===== src/rtl/fp_adder_seq.sv =====
// Sequential FP adder/subtractor: value = (-1)^sign * 0.frac * 2^exp, unbiased exponent.
// Alignment and normalisation shift one bit per clock; valid/ready on both sides.
module fp_adder_seq #(
  parameter int EXP_W  = 4,
  parameter int FRAC_W = 8
) (
  input  logic              clk,
  input  logic              reset_n,
  input  logic              in_valid,
  output logic              in_ready,
  input  logic              sub,
  input  logic              sign_a,
  input  logic [EXP_W-1:0]  exp_a,
  input  logic [FRAC_W-1:0] frac_a,
  input  logic              sign_b,
  input  logic [EXP_W-1:0]  exp_b,
  input  logic [FRAC_W-1:0] frac_b,
  output logic              out_valid,
  input  logic              out_ready,
  output logic              sign_out,
  output logic [EXP_W-1:0]  exp_out,
  output logic [FRAC_W-1:0] frac_out,
  output logic              ovf,
  output logic              unf
);

  // state | meaning
  // IDLE  | waiting for operands, in_ready high
  // ALIGN | shifting the smaller fraction right until exponents match
  // ADD   | magnitude add or subtract
  // NORM  | renormalising the sum, detecting overflow/underflow
  // DONE  | result presented until out_ready
  typedef enum logic [2:0] {S_IDLE, S_ALIGN, S_ADD, S_NORM, S_DONE} state_t;

  state_t state_q, state_d;

  logic              sign_big, sign_small;
  logic [EXP_W-1:0]  exp_r, diff;
  logic [FRAC_W-1:0] frac_big, frac_small;
  logic [FRAC_W:0]   sum;

  logic sign_b_eff, a_is_big, align_done, norm_done;

  assign sign_b_eff = sign_b ^ sub;
  assign a_is_big   = {exp_a, frac_a} >= {exp_b, frac_b};
  assign align_done = (diff == '0) || (frac_small == '0);
  assign norm_done  = sum[FRAC_W] || (sum == '0) || sum[FRAC_W-1] || (exp_r == '0);

  always_ff @(posedge clk or negedge reset_n) begin
    if (!reset_n) state_q <= S_IDLE;
    else          state_q <= state_d;
  end

  always_comb begin
    state_d   = state_q;
    in_ready  = 1'b0;
    out_valid = 1'b0;
    case (state_q)
      S_IDLE: begin
        in_ready = 1'b1;
        if (in_valid) state_d = S_ALIGN;
      end
      S_ALIGN: if (align_done) state_d = S_ADD;
      S_ADD:   state_d = S_NORM;
      S_NORM:  if (norm_done) state_d = S_DONE;
      S_DONE: begin
        out_valid = 1'b1;
        if (out_ready) state_d = S_IDLE;
      end
      default: state_d = S_IDLE;
    endcase
  end

  always_ff @(posedge clk or negedge reset_n) begin
    if (!reset_n) begin
      sign_big   <= 1'b0;
      sign_small <= 1'b0;
      exp_r      <= '0;
      diff       <= '0;
      frac_big   <= '0;
      frac_small <= '0;
      sum        <= '0;
      sign_out   <= 1'b0;
      exp_out    <= '0;
      frac_out   <= '0;
      ovf        <= 1'b0;
      unf        <= 1'b0;
    end else begin
      case (state_q)
        S_IDLE: begin
          if (in_valid) begin
            // Ties go to a so that a-a yields a positive zero path through big=a.
            if (a_is_big) begin
              sign_big   <= sign_a;
              sign_small <= sign_b_eff;
              exp_r      <= exp_a;
              frac_big   <= frac_a;
              frac_small <= frac_b;
              diff       <= exp_a - exp_b;
            end else begin
              sign_big   <= sign_b_eff;
              sign_small <= sign_a;
              exp_r      <= exp_b;
              frac_big   <= frac_b;
              frac_small <= frac_a;
              diff       <= exp_b - exp_a;
            end
          end
        end
        S_ALIGN: begin
          if (!align_done) begin
            frac_small <= frac_small >> 1;
            diff       <= diff - EXP_W'(1);
          end
        end
        S_ADD: begin
          if (sign_big == sign_small) sum <= {1'b0, frac_big} + {1'b0, frac_small};
          else                        sum <= {1'b0, frac_big} - {1'b0, frac_small};
        end
        S_NORM: begin
          if (sum[FRAC_W]) begin
            sign_out <= sign_big;
            unf      <= 1'b0;
            if (&exp_r) begin
              ovf      <= 1'b1;
              exp_out  <= '1;
              frac_out <= '1;
            end else begin
              ovf      <= 1'b0;
              exp_out  <= exp_r + EXP_W'(1);
              frac_out <= sum[FRAC_W:1];
            end
          end else if (sum == '0) begin
            sign_out <= 1'b0;
            exp_out  <= '0;
            frac_out <= '0;
            ovf      <= 1'b0;
            unf      <= 1'b0;
          end else if (sum[FRAC_W-1]) begin
            sign_out <= sign_big;
            exp_out  <= exp_r;
            frac_out <= sum[FRAC_W-1:0];
            ovf      <= 1'b0;
            unf      <= 1'b0;
          end else if (exp_r == '0) begin
            sign_out <= 1'b0;
            exp_out  <= '0;
            frac_out <= '0;
            ovf      <= 1'b0;
            unf      <= 1'b1;
          end else begin
            sum   <= sum << 1;
            exp_r <= exp_r - EXP_W'(1);
          end
        end
        default: ;
      endcase
    end
  end

endmodule

===== config.mk =====
export PLATFORM = sky130hd
export DESIGN_NAME = fp_adder_seq
export DESIGN_NICKNAME = d
export VERILOG_FILES = /design/src/rtl/fp_adder_seq.sv
export SDC_FILE = /design/constraint.sdc
export NUM_CORES = 1
export LEC_CHECK = 0
export BUFFER_PORTS_ARGS = -buffer_cell sky130_fd_sc_hd__buf_2
export CAP_MARGIN = 20
export CORE_MARGIN = 2
export CORE_UTILIZATION = 55
export DETAILED_ROUTE_END_ITERATION = 16
export PLACE_DENSITY = 0.76
export SETUP_SLACK_MARGIN = 0.2
export SYNTH_ARGS = -nofsm -noshare
export SYNTH_HDL_FRONTEND = slang
export SYNTH_SLANG_ARGS = --single-unit

===== constraint.sdc =====
create_clock -name clk -period 3.9 [get_ports clk]
set_clock_uncertainty 0.2 [all_clocks]
set_input_delay 0.39 -clock clk [delete_from_list [all_inputs] [get_ports clk]]
set_output_delay 0.39 -clock clk [all_outputs]
set_load 0.01 [all_outputs]

==> results.md <==
* DP Worst Slack at roughly 0.85 ns
* Share of cells above drive strength 1 at 15.8%
* Power per cell area at about 850 mW/mm2
* Crit-path slowest cell: xnor2_1
* Largest net degree at the start of global routing at 32
* Element type at the critical path end: register
* Status: finished, final reports clean
* Vias in the first global route at 3,141
* Share of flip-flops with an asynchronous set or reset at 100%
* Clock sink total at 53
* Cell mode on critical path: mux2_2
* P_leak at 2.01 nW
* GRT overflow at 0
* EDFF count, synth at 0
* Hold Fails Final Rpt at 0
* Die Y at about 90 um
* Fin nets at about 540
* Fin worst setup slack at 0.815 ns
* Worst EP arrival at 3.10 ns
* WS Path Type: register to register
* Initial antenna violation count at 0
* Syn_area_per_cell at 8.73 um2
* Register area share after synthesis at 34.4%
* Synth cell types at between 50 and 60
* Post-detail-place hpwl at 6510 um
* Worst path bufs/invs at 0
* Max-cap violations at 0
* DRC Markers at 0
* Critical Path Max Stage Delay at 0.50 ns
* CTS buffer count at 5
* CP Data Required Time at 3.92 ns
* CTS H-Tree Depth at 2
* TritonCTS clock tree: done
* Critical Path Source Type: register
* CP Cell Sequence: xnor2_1 > mux2_2 > ha_1 > a21oi_1 > o21ai_0 > o211ai_1 > nand2_1 > mux2_2 > nor3_1
* IO buf count at 47
* Post-synth net total at 504
* Chip width at around 88 um
* # rows at 30
* Synth Instances at 442
* Main synth FF type: dfrtp_1
* Fill cell count at between 500 and 600
* Final setup fails at 0
* Initial Utilization at ~57%
* Wire length per cell at 14.5 um
* Drt first pass iters at 5
* Clock root buffer: clkbuf_8
* Setup TNS at 0 ns
* Min Tclk post-route at 3.09 ns
* First-pass GRT wire length at 14,400 um
* #FFs+latches synth at 53
* Drt via density at 5.69
* Clk Latency, worst-skew pair at 0.32 ns
* Maximum vdd drop at 0.350 mV
* RSZ-0062 raised after global routing: no
* Critical path's top delay family: multiplexers
* ANT nets after route at 0
* Area delta synth->final at 10.1%
* Worst Tran Pin Value at roughly 0.7 ns
* Core Area at 0.00679 mm2
* Gr usage total at 23.5%
* DR iter-0 viols at 139
* Slew HR at a little over half
* Via count at 3,290
* Max Clock Freq at 0.324 GHz
* Clock transition at path regs at 0.10 ns
* Hold Crit Class: input port to register
* Io pins at 48
* CTS Buffer Depth at 2
* Count of final max-slew check failures at 0
* Routed WL at 8380 um
* Gp weighted congestion at 0.894
* Post-CTS setup buffer count at 0
* Final Cycle Share at 79.1%
* Synthesized cell area at 0.00386 mm2
* N_diodes at 0
* Die area at 0.00770 mm2
* Max FO, Critical Path at 8
* Synth warn at 0
-- through the flow --
step | hold WS (ns) | cell area [um2] | cells | total power [mW] | utilization (%)
2_1_floorplan | -0.106 | 3860 | 442 | 2.82 | -
3_3_place_gp | 0.259 | 4150 | 569 | 3.24 | 61.1
3_5_place_dp | 0.264 | 4150 | 569 | 3.31 | 61.1
4_1_cts | 0.113 | 4250 | 578 | 3.65 | 62.5
5_1_grt | 0.101 | 4250 | 578 | 4.04 | 62.5
6_report | 0.116 | 4250 | 578 | 3.63 | 62.5
-- area by class of cell --
cell class	count	area (um2)	area share [%]
multi-input cells	342	2340	55.1
flip-flops and latches	53	1330	31.2
repair buffers	51	268	6.30
well taps	96	120	2.83
inverters	28	105	2.47
clock buffers	6	72.6	1.71
clock inverters	2	15.0	0.353
-- power breakdown --
group | internal, mW | leakage, nW | switching [mW]
Clock | 0.127 | 0.0374 | 0.189
Sequential | 0.795 | 0.657 | 0.310
Combinational | 0.987 | 1.31 | 1.22
-- Yosys cell counts (2+ instances only) --
master | number | area share, %
nor2b_1 | 8 | 1.3
a211oi_1 | 2 | 0.39
nor3b_1 | 5 | 0.97
o21ai_2 | 2 | 0.45
dfrtp_1 | 53 | 34
nand2b_1 | 4 | 0.65
a211o_1 | 2 | 0.45
nor2_1 | 49 | 4.8
a31oi_1 | 11 | 1.8
o21a_1 | 3 | 0.58
nor3_1 | 17 | 2.2
xor2_1 | 8 | 1.8
a22oi_1 | 6 | 1.2
or3_1 | 2 | 0.32
o21ai_0 | 35 | 4.5
o211ai_1 | 2 | 0.39
o22ai_1 | 3 | 0.49
xnor2_1 | 4 | 0.91
buf_2 | 3 | 0.39
a221oi_1 | 9 | 2.0
nand3_1 | 11 | 1.4
o221a_2 | 2 | 0.58
mux2_2 | 3 | 0.88
ha_1 | 28 | 9.1
and2_1 | 2 | 0.32
nand2_1 | 42 | 4.1
a2111oi_4 | 2 | 1.4
clkbuf_1 | 13 | 1.3
nor2_2 | 2 | 0.32
o41ai_1 | 2 | 0.45
a21oi_1 | 27 | 3.5
mux2i_1 | 24 | 6.2
or4_1 | 2 | 0.39
fa_1 | 3 | 1.6
inv_1 | 28 | 2.7
-- cell usage in the layout, fill, tap and decap left out, types with 4 or more instances in the layout --
cell and instances:
dfrtp_1 53, nor2_1 49, buf_2 47, nand2_1 42
o21ai_0 35, inv_1 28, ha_1 28, a21oi_1 27
mux2i_1 24, nor3_1 17, a31oi_1 11, nand3_1 11
a221oi_1 9, xor2_1 8, nor2b_1 8, a22oi_1 6
nor3b_1 5, clkbuf_8 5, xnor2_1 4, nand2b_1 4
-- path summary, 6_finish.rpt --
| check | from | to | slack, ns | cells after the start |
|---|---|---|---|---|
| setup / recovery | sign_small$_DFFE_PN0P_ | sum[7]$_DFFE_PN0P_ | 0.81 | 9 |
| min in group asynchronous | reset_n | frac_out[0]$_DFFE_PN0P_ | 0.45 | 2 |
| hold reg to reg | exp_out[2]$_DFFE_PN0P_ | exp_out[2]$_DFFE_PN0P_ | 0.28 | 2 |
| hold / removal | out_ready | state_q[2]$_DFFE_PN0P_ | 0.12 | 2 |
| max in group asynchronous | reset_n | sum[3]$_DFFE_PN0P_ | 2.27 | 3 |
| setup reg to reg | sign_small$_DFFE_PN0P_ | sum[7]$_DFFE_PN0P_ | 0.81 | 9 |
-- flip-flops by register name (all words and copies together), names as in the netlist --
name	count
sum	9
frac_big	8
frac_out	8
frac_small	8
diff	4
exp_out	4
exp_r	4
state_q	3
ovf	1
sign_big	1
sign_out	1
sign_small	1
unf	1
-- metal layers --
| metal | vias up | part of all wire [%] | global-route usage (%) |
|---|---|---|---|
| met1 | 1559 | 47 | 30.7 |
| li1 | 1655 | - | - |
| met3 | 11 | 3.0 | 3.02 |
| met2 | 65 | 48 | 40.3 |
| met4 | 0 | 1.8 | 7.55 |
| met5 | - | 0 | 0 |
-- kinds of logic (layout without fill, tap and decap cells) --
logic type                 Yosys count  count (layout)  synth area share [%]
muxes                               27              27                  7.10
xor gates and xnor gates            12              12                  2.72
DFF                                 53              53                  34.4
adders and majority gates           31              31                  10.6
buffers and inverters               47              87                  4.96
and+or+nand+nor                    155             155                  19.6
AOI/OAI and AO/OA                  117             117                  20.6
-- timing repair --
item / CTS / global route
hold buffers: 1 / 0
endpoints found under the hold margin: 30 / 0
resized for setup: 0 / 0
(Power assumes the default switching activity.)
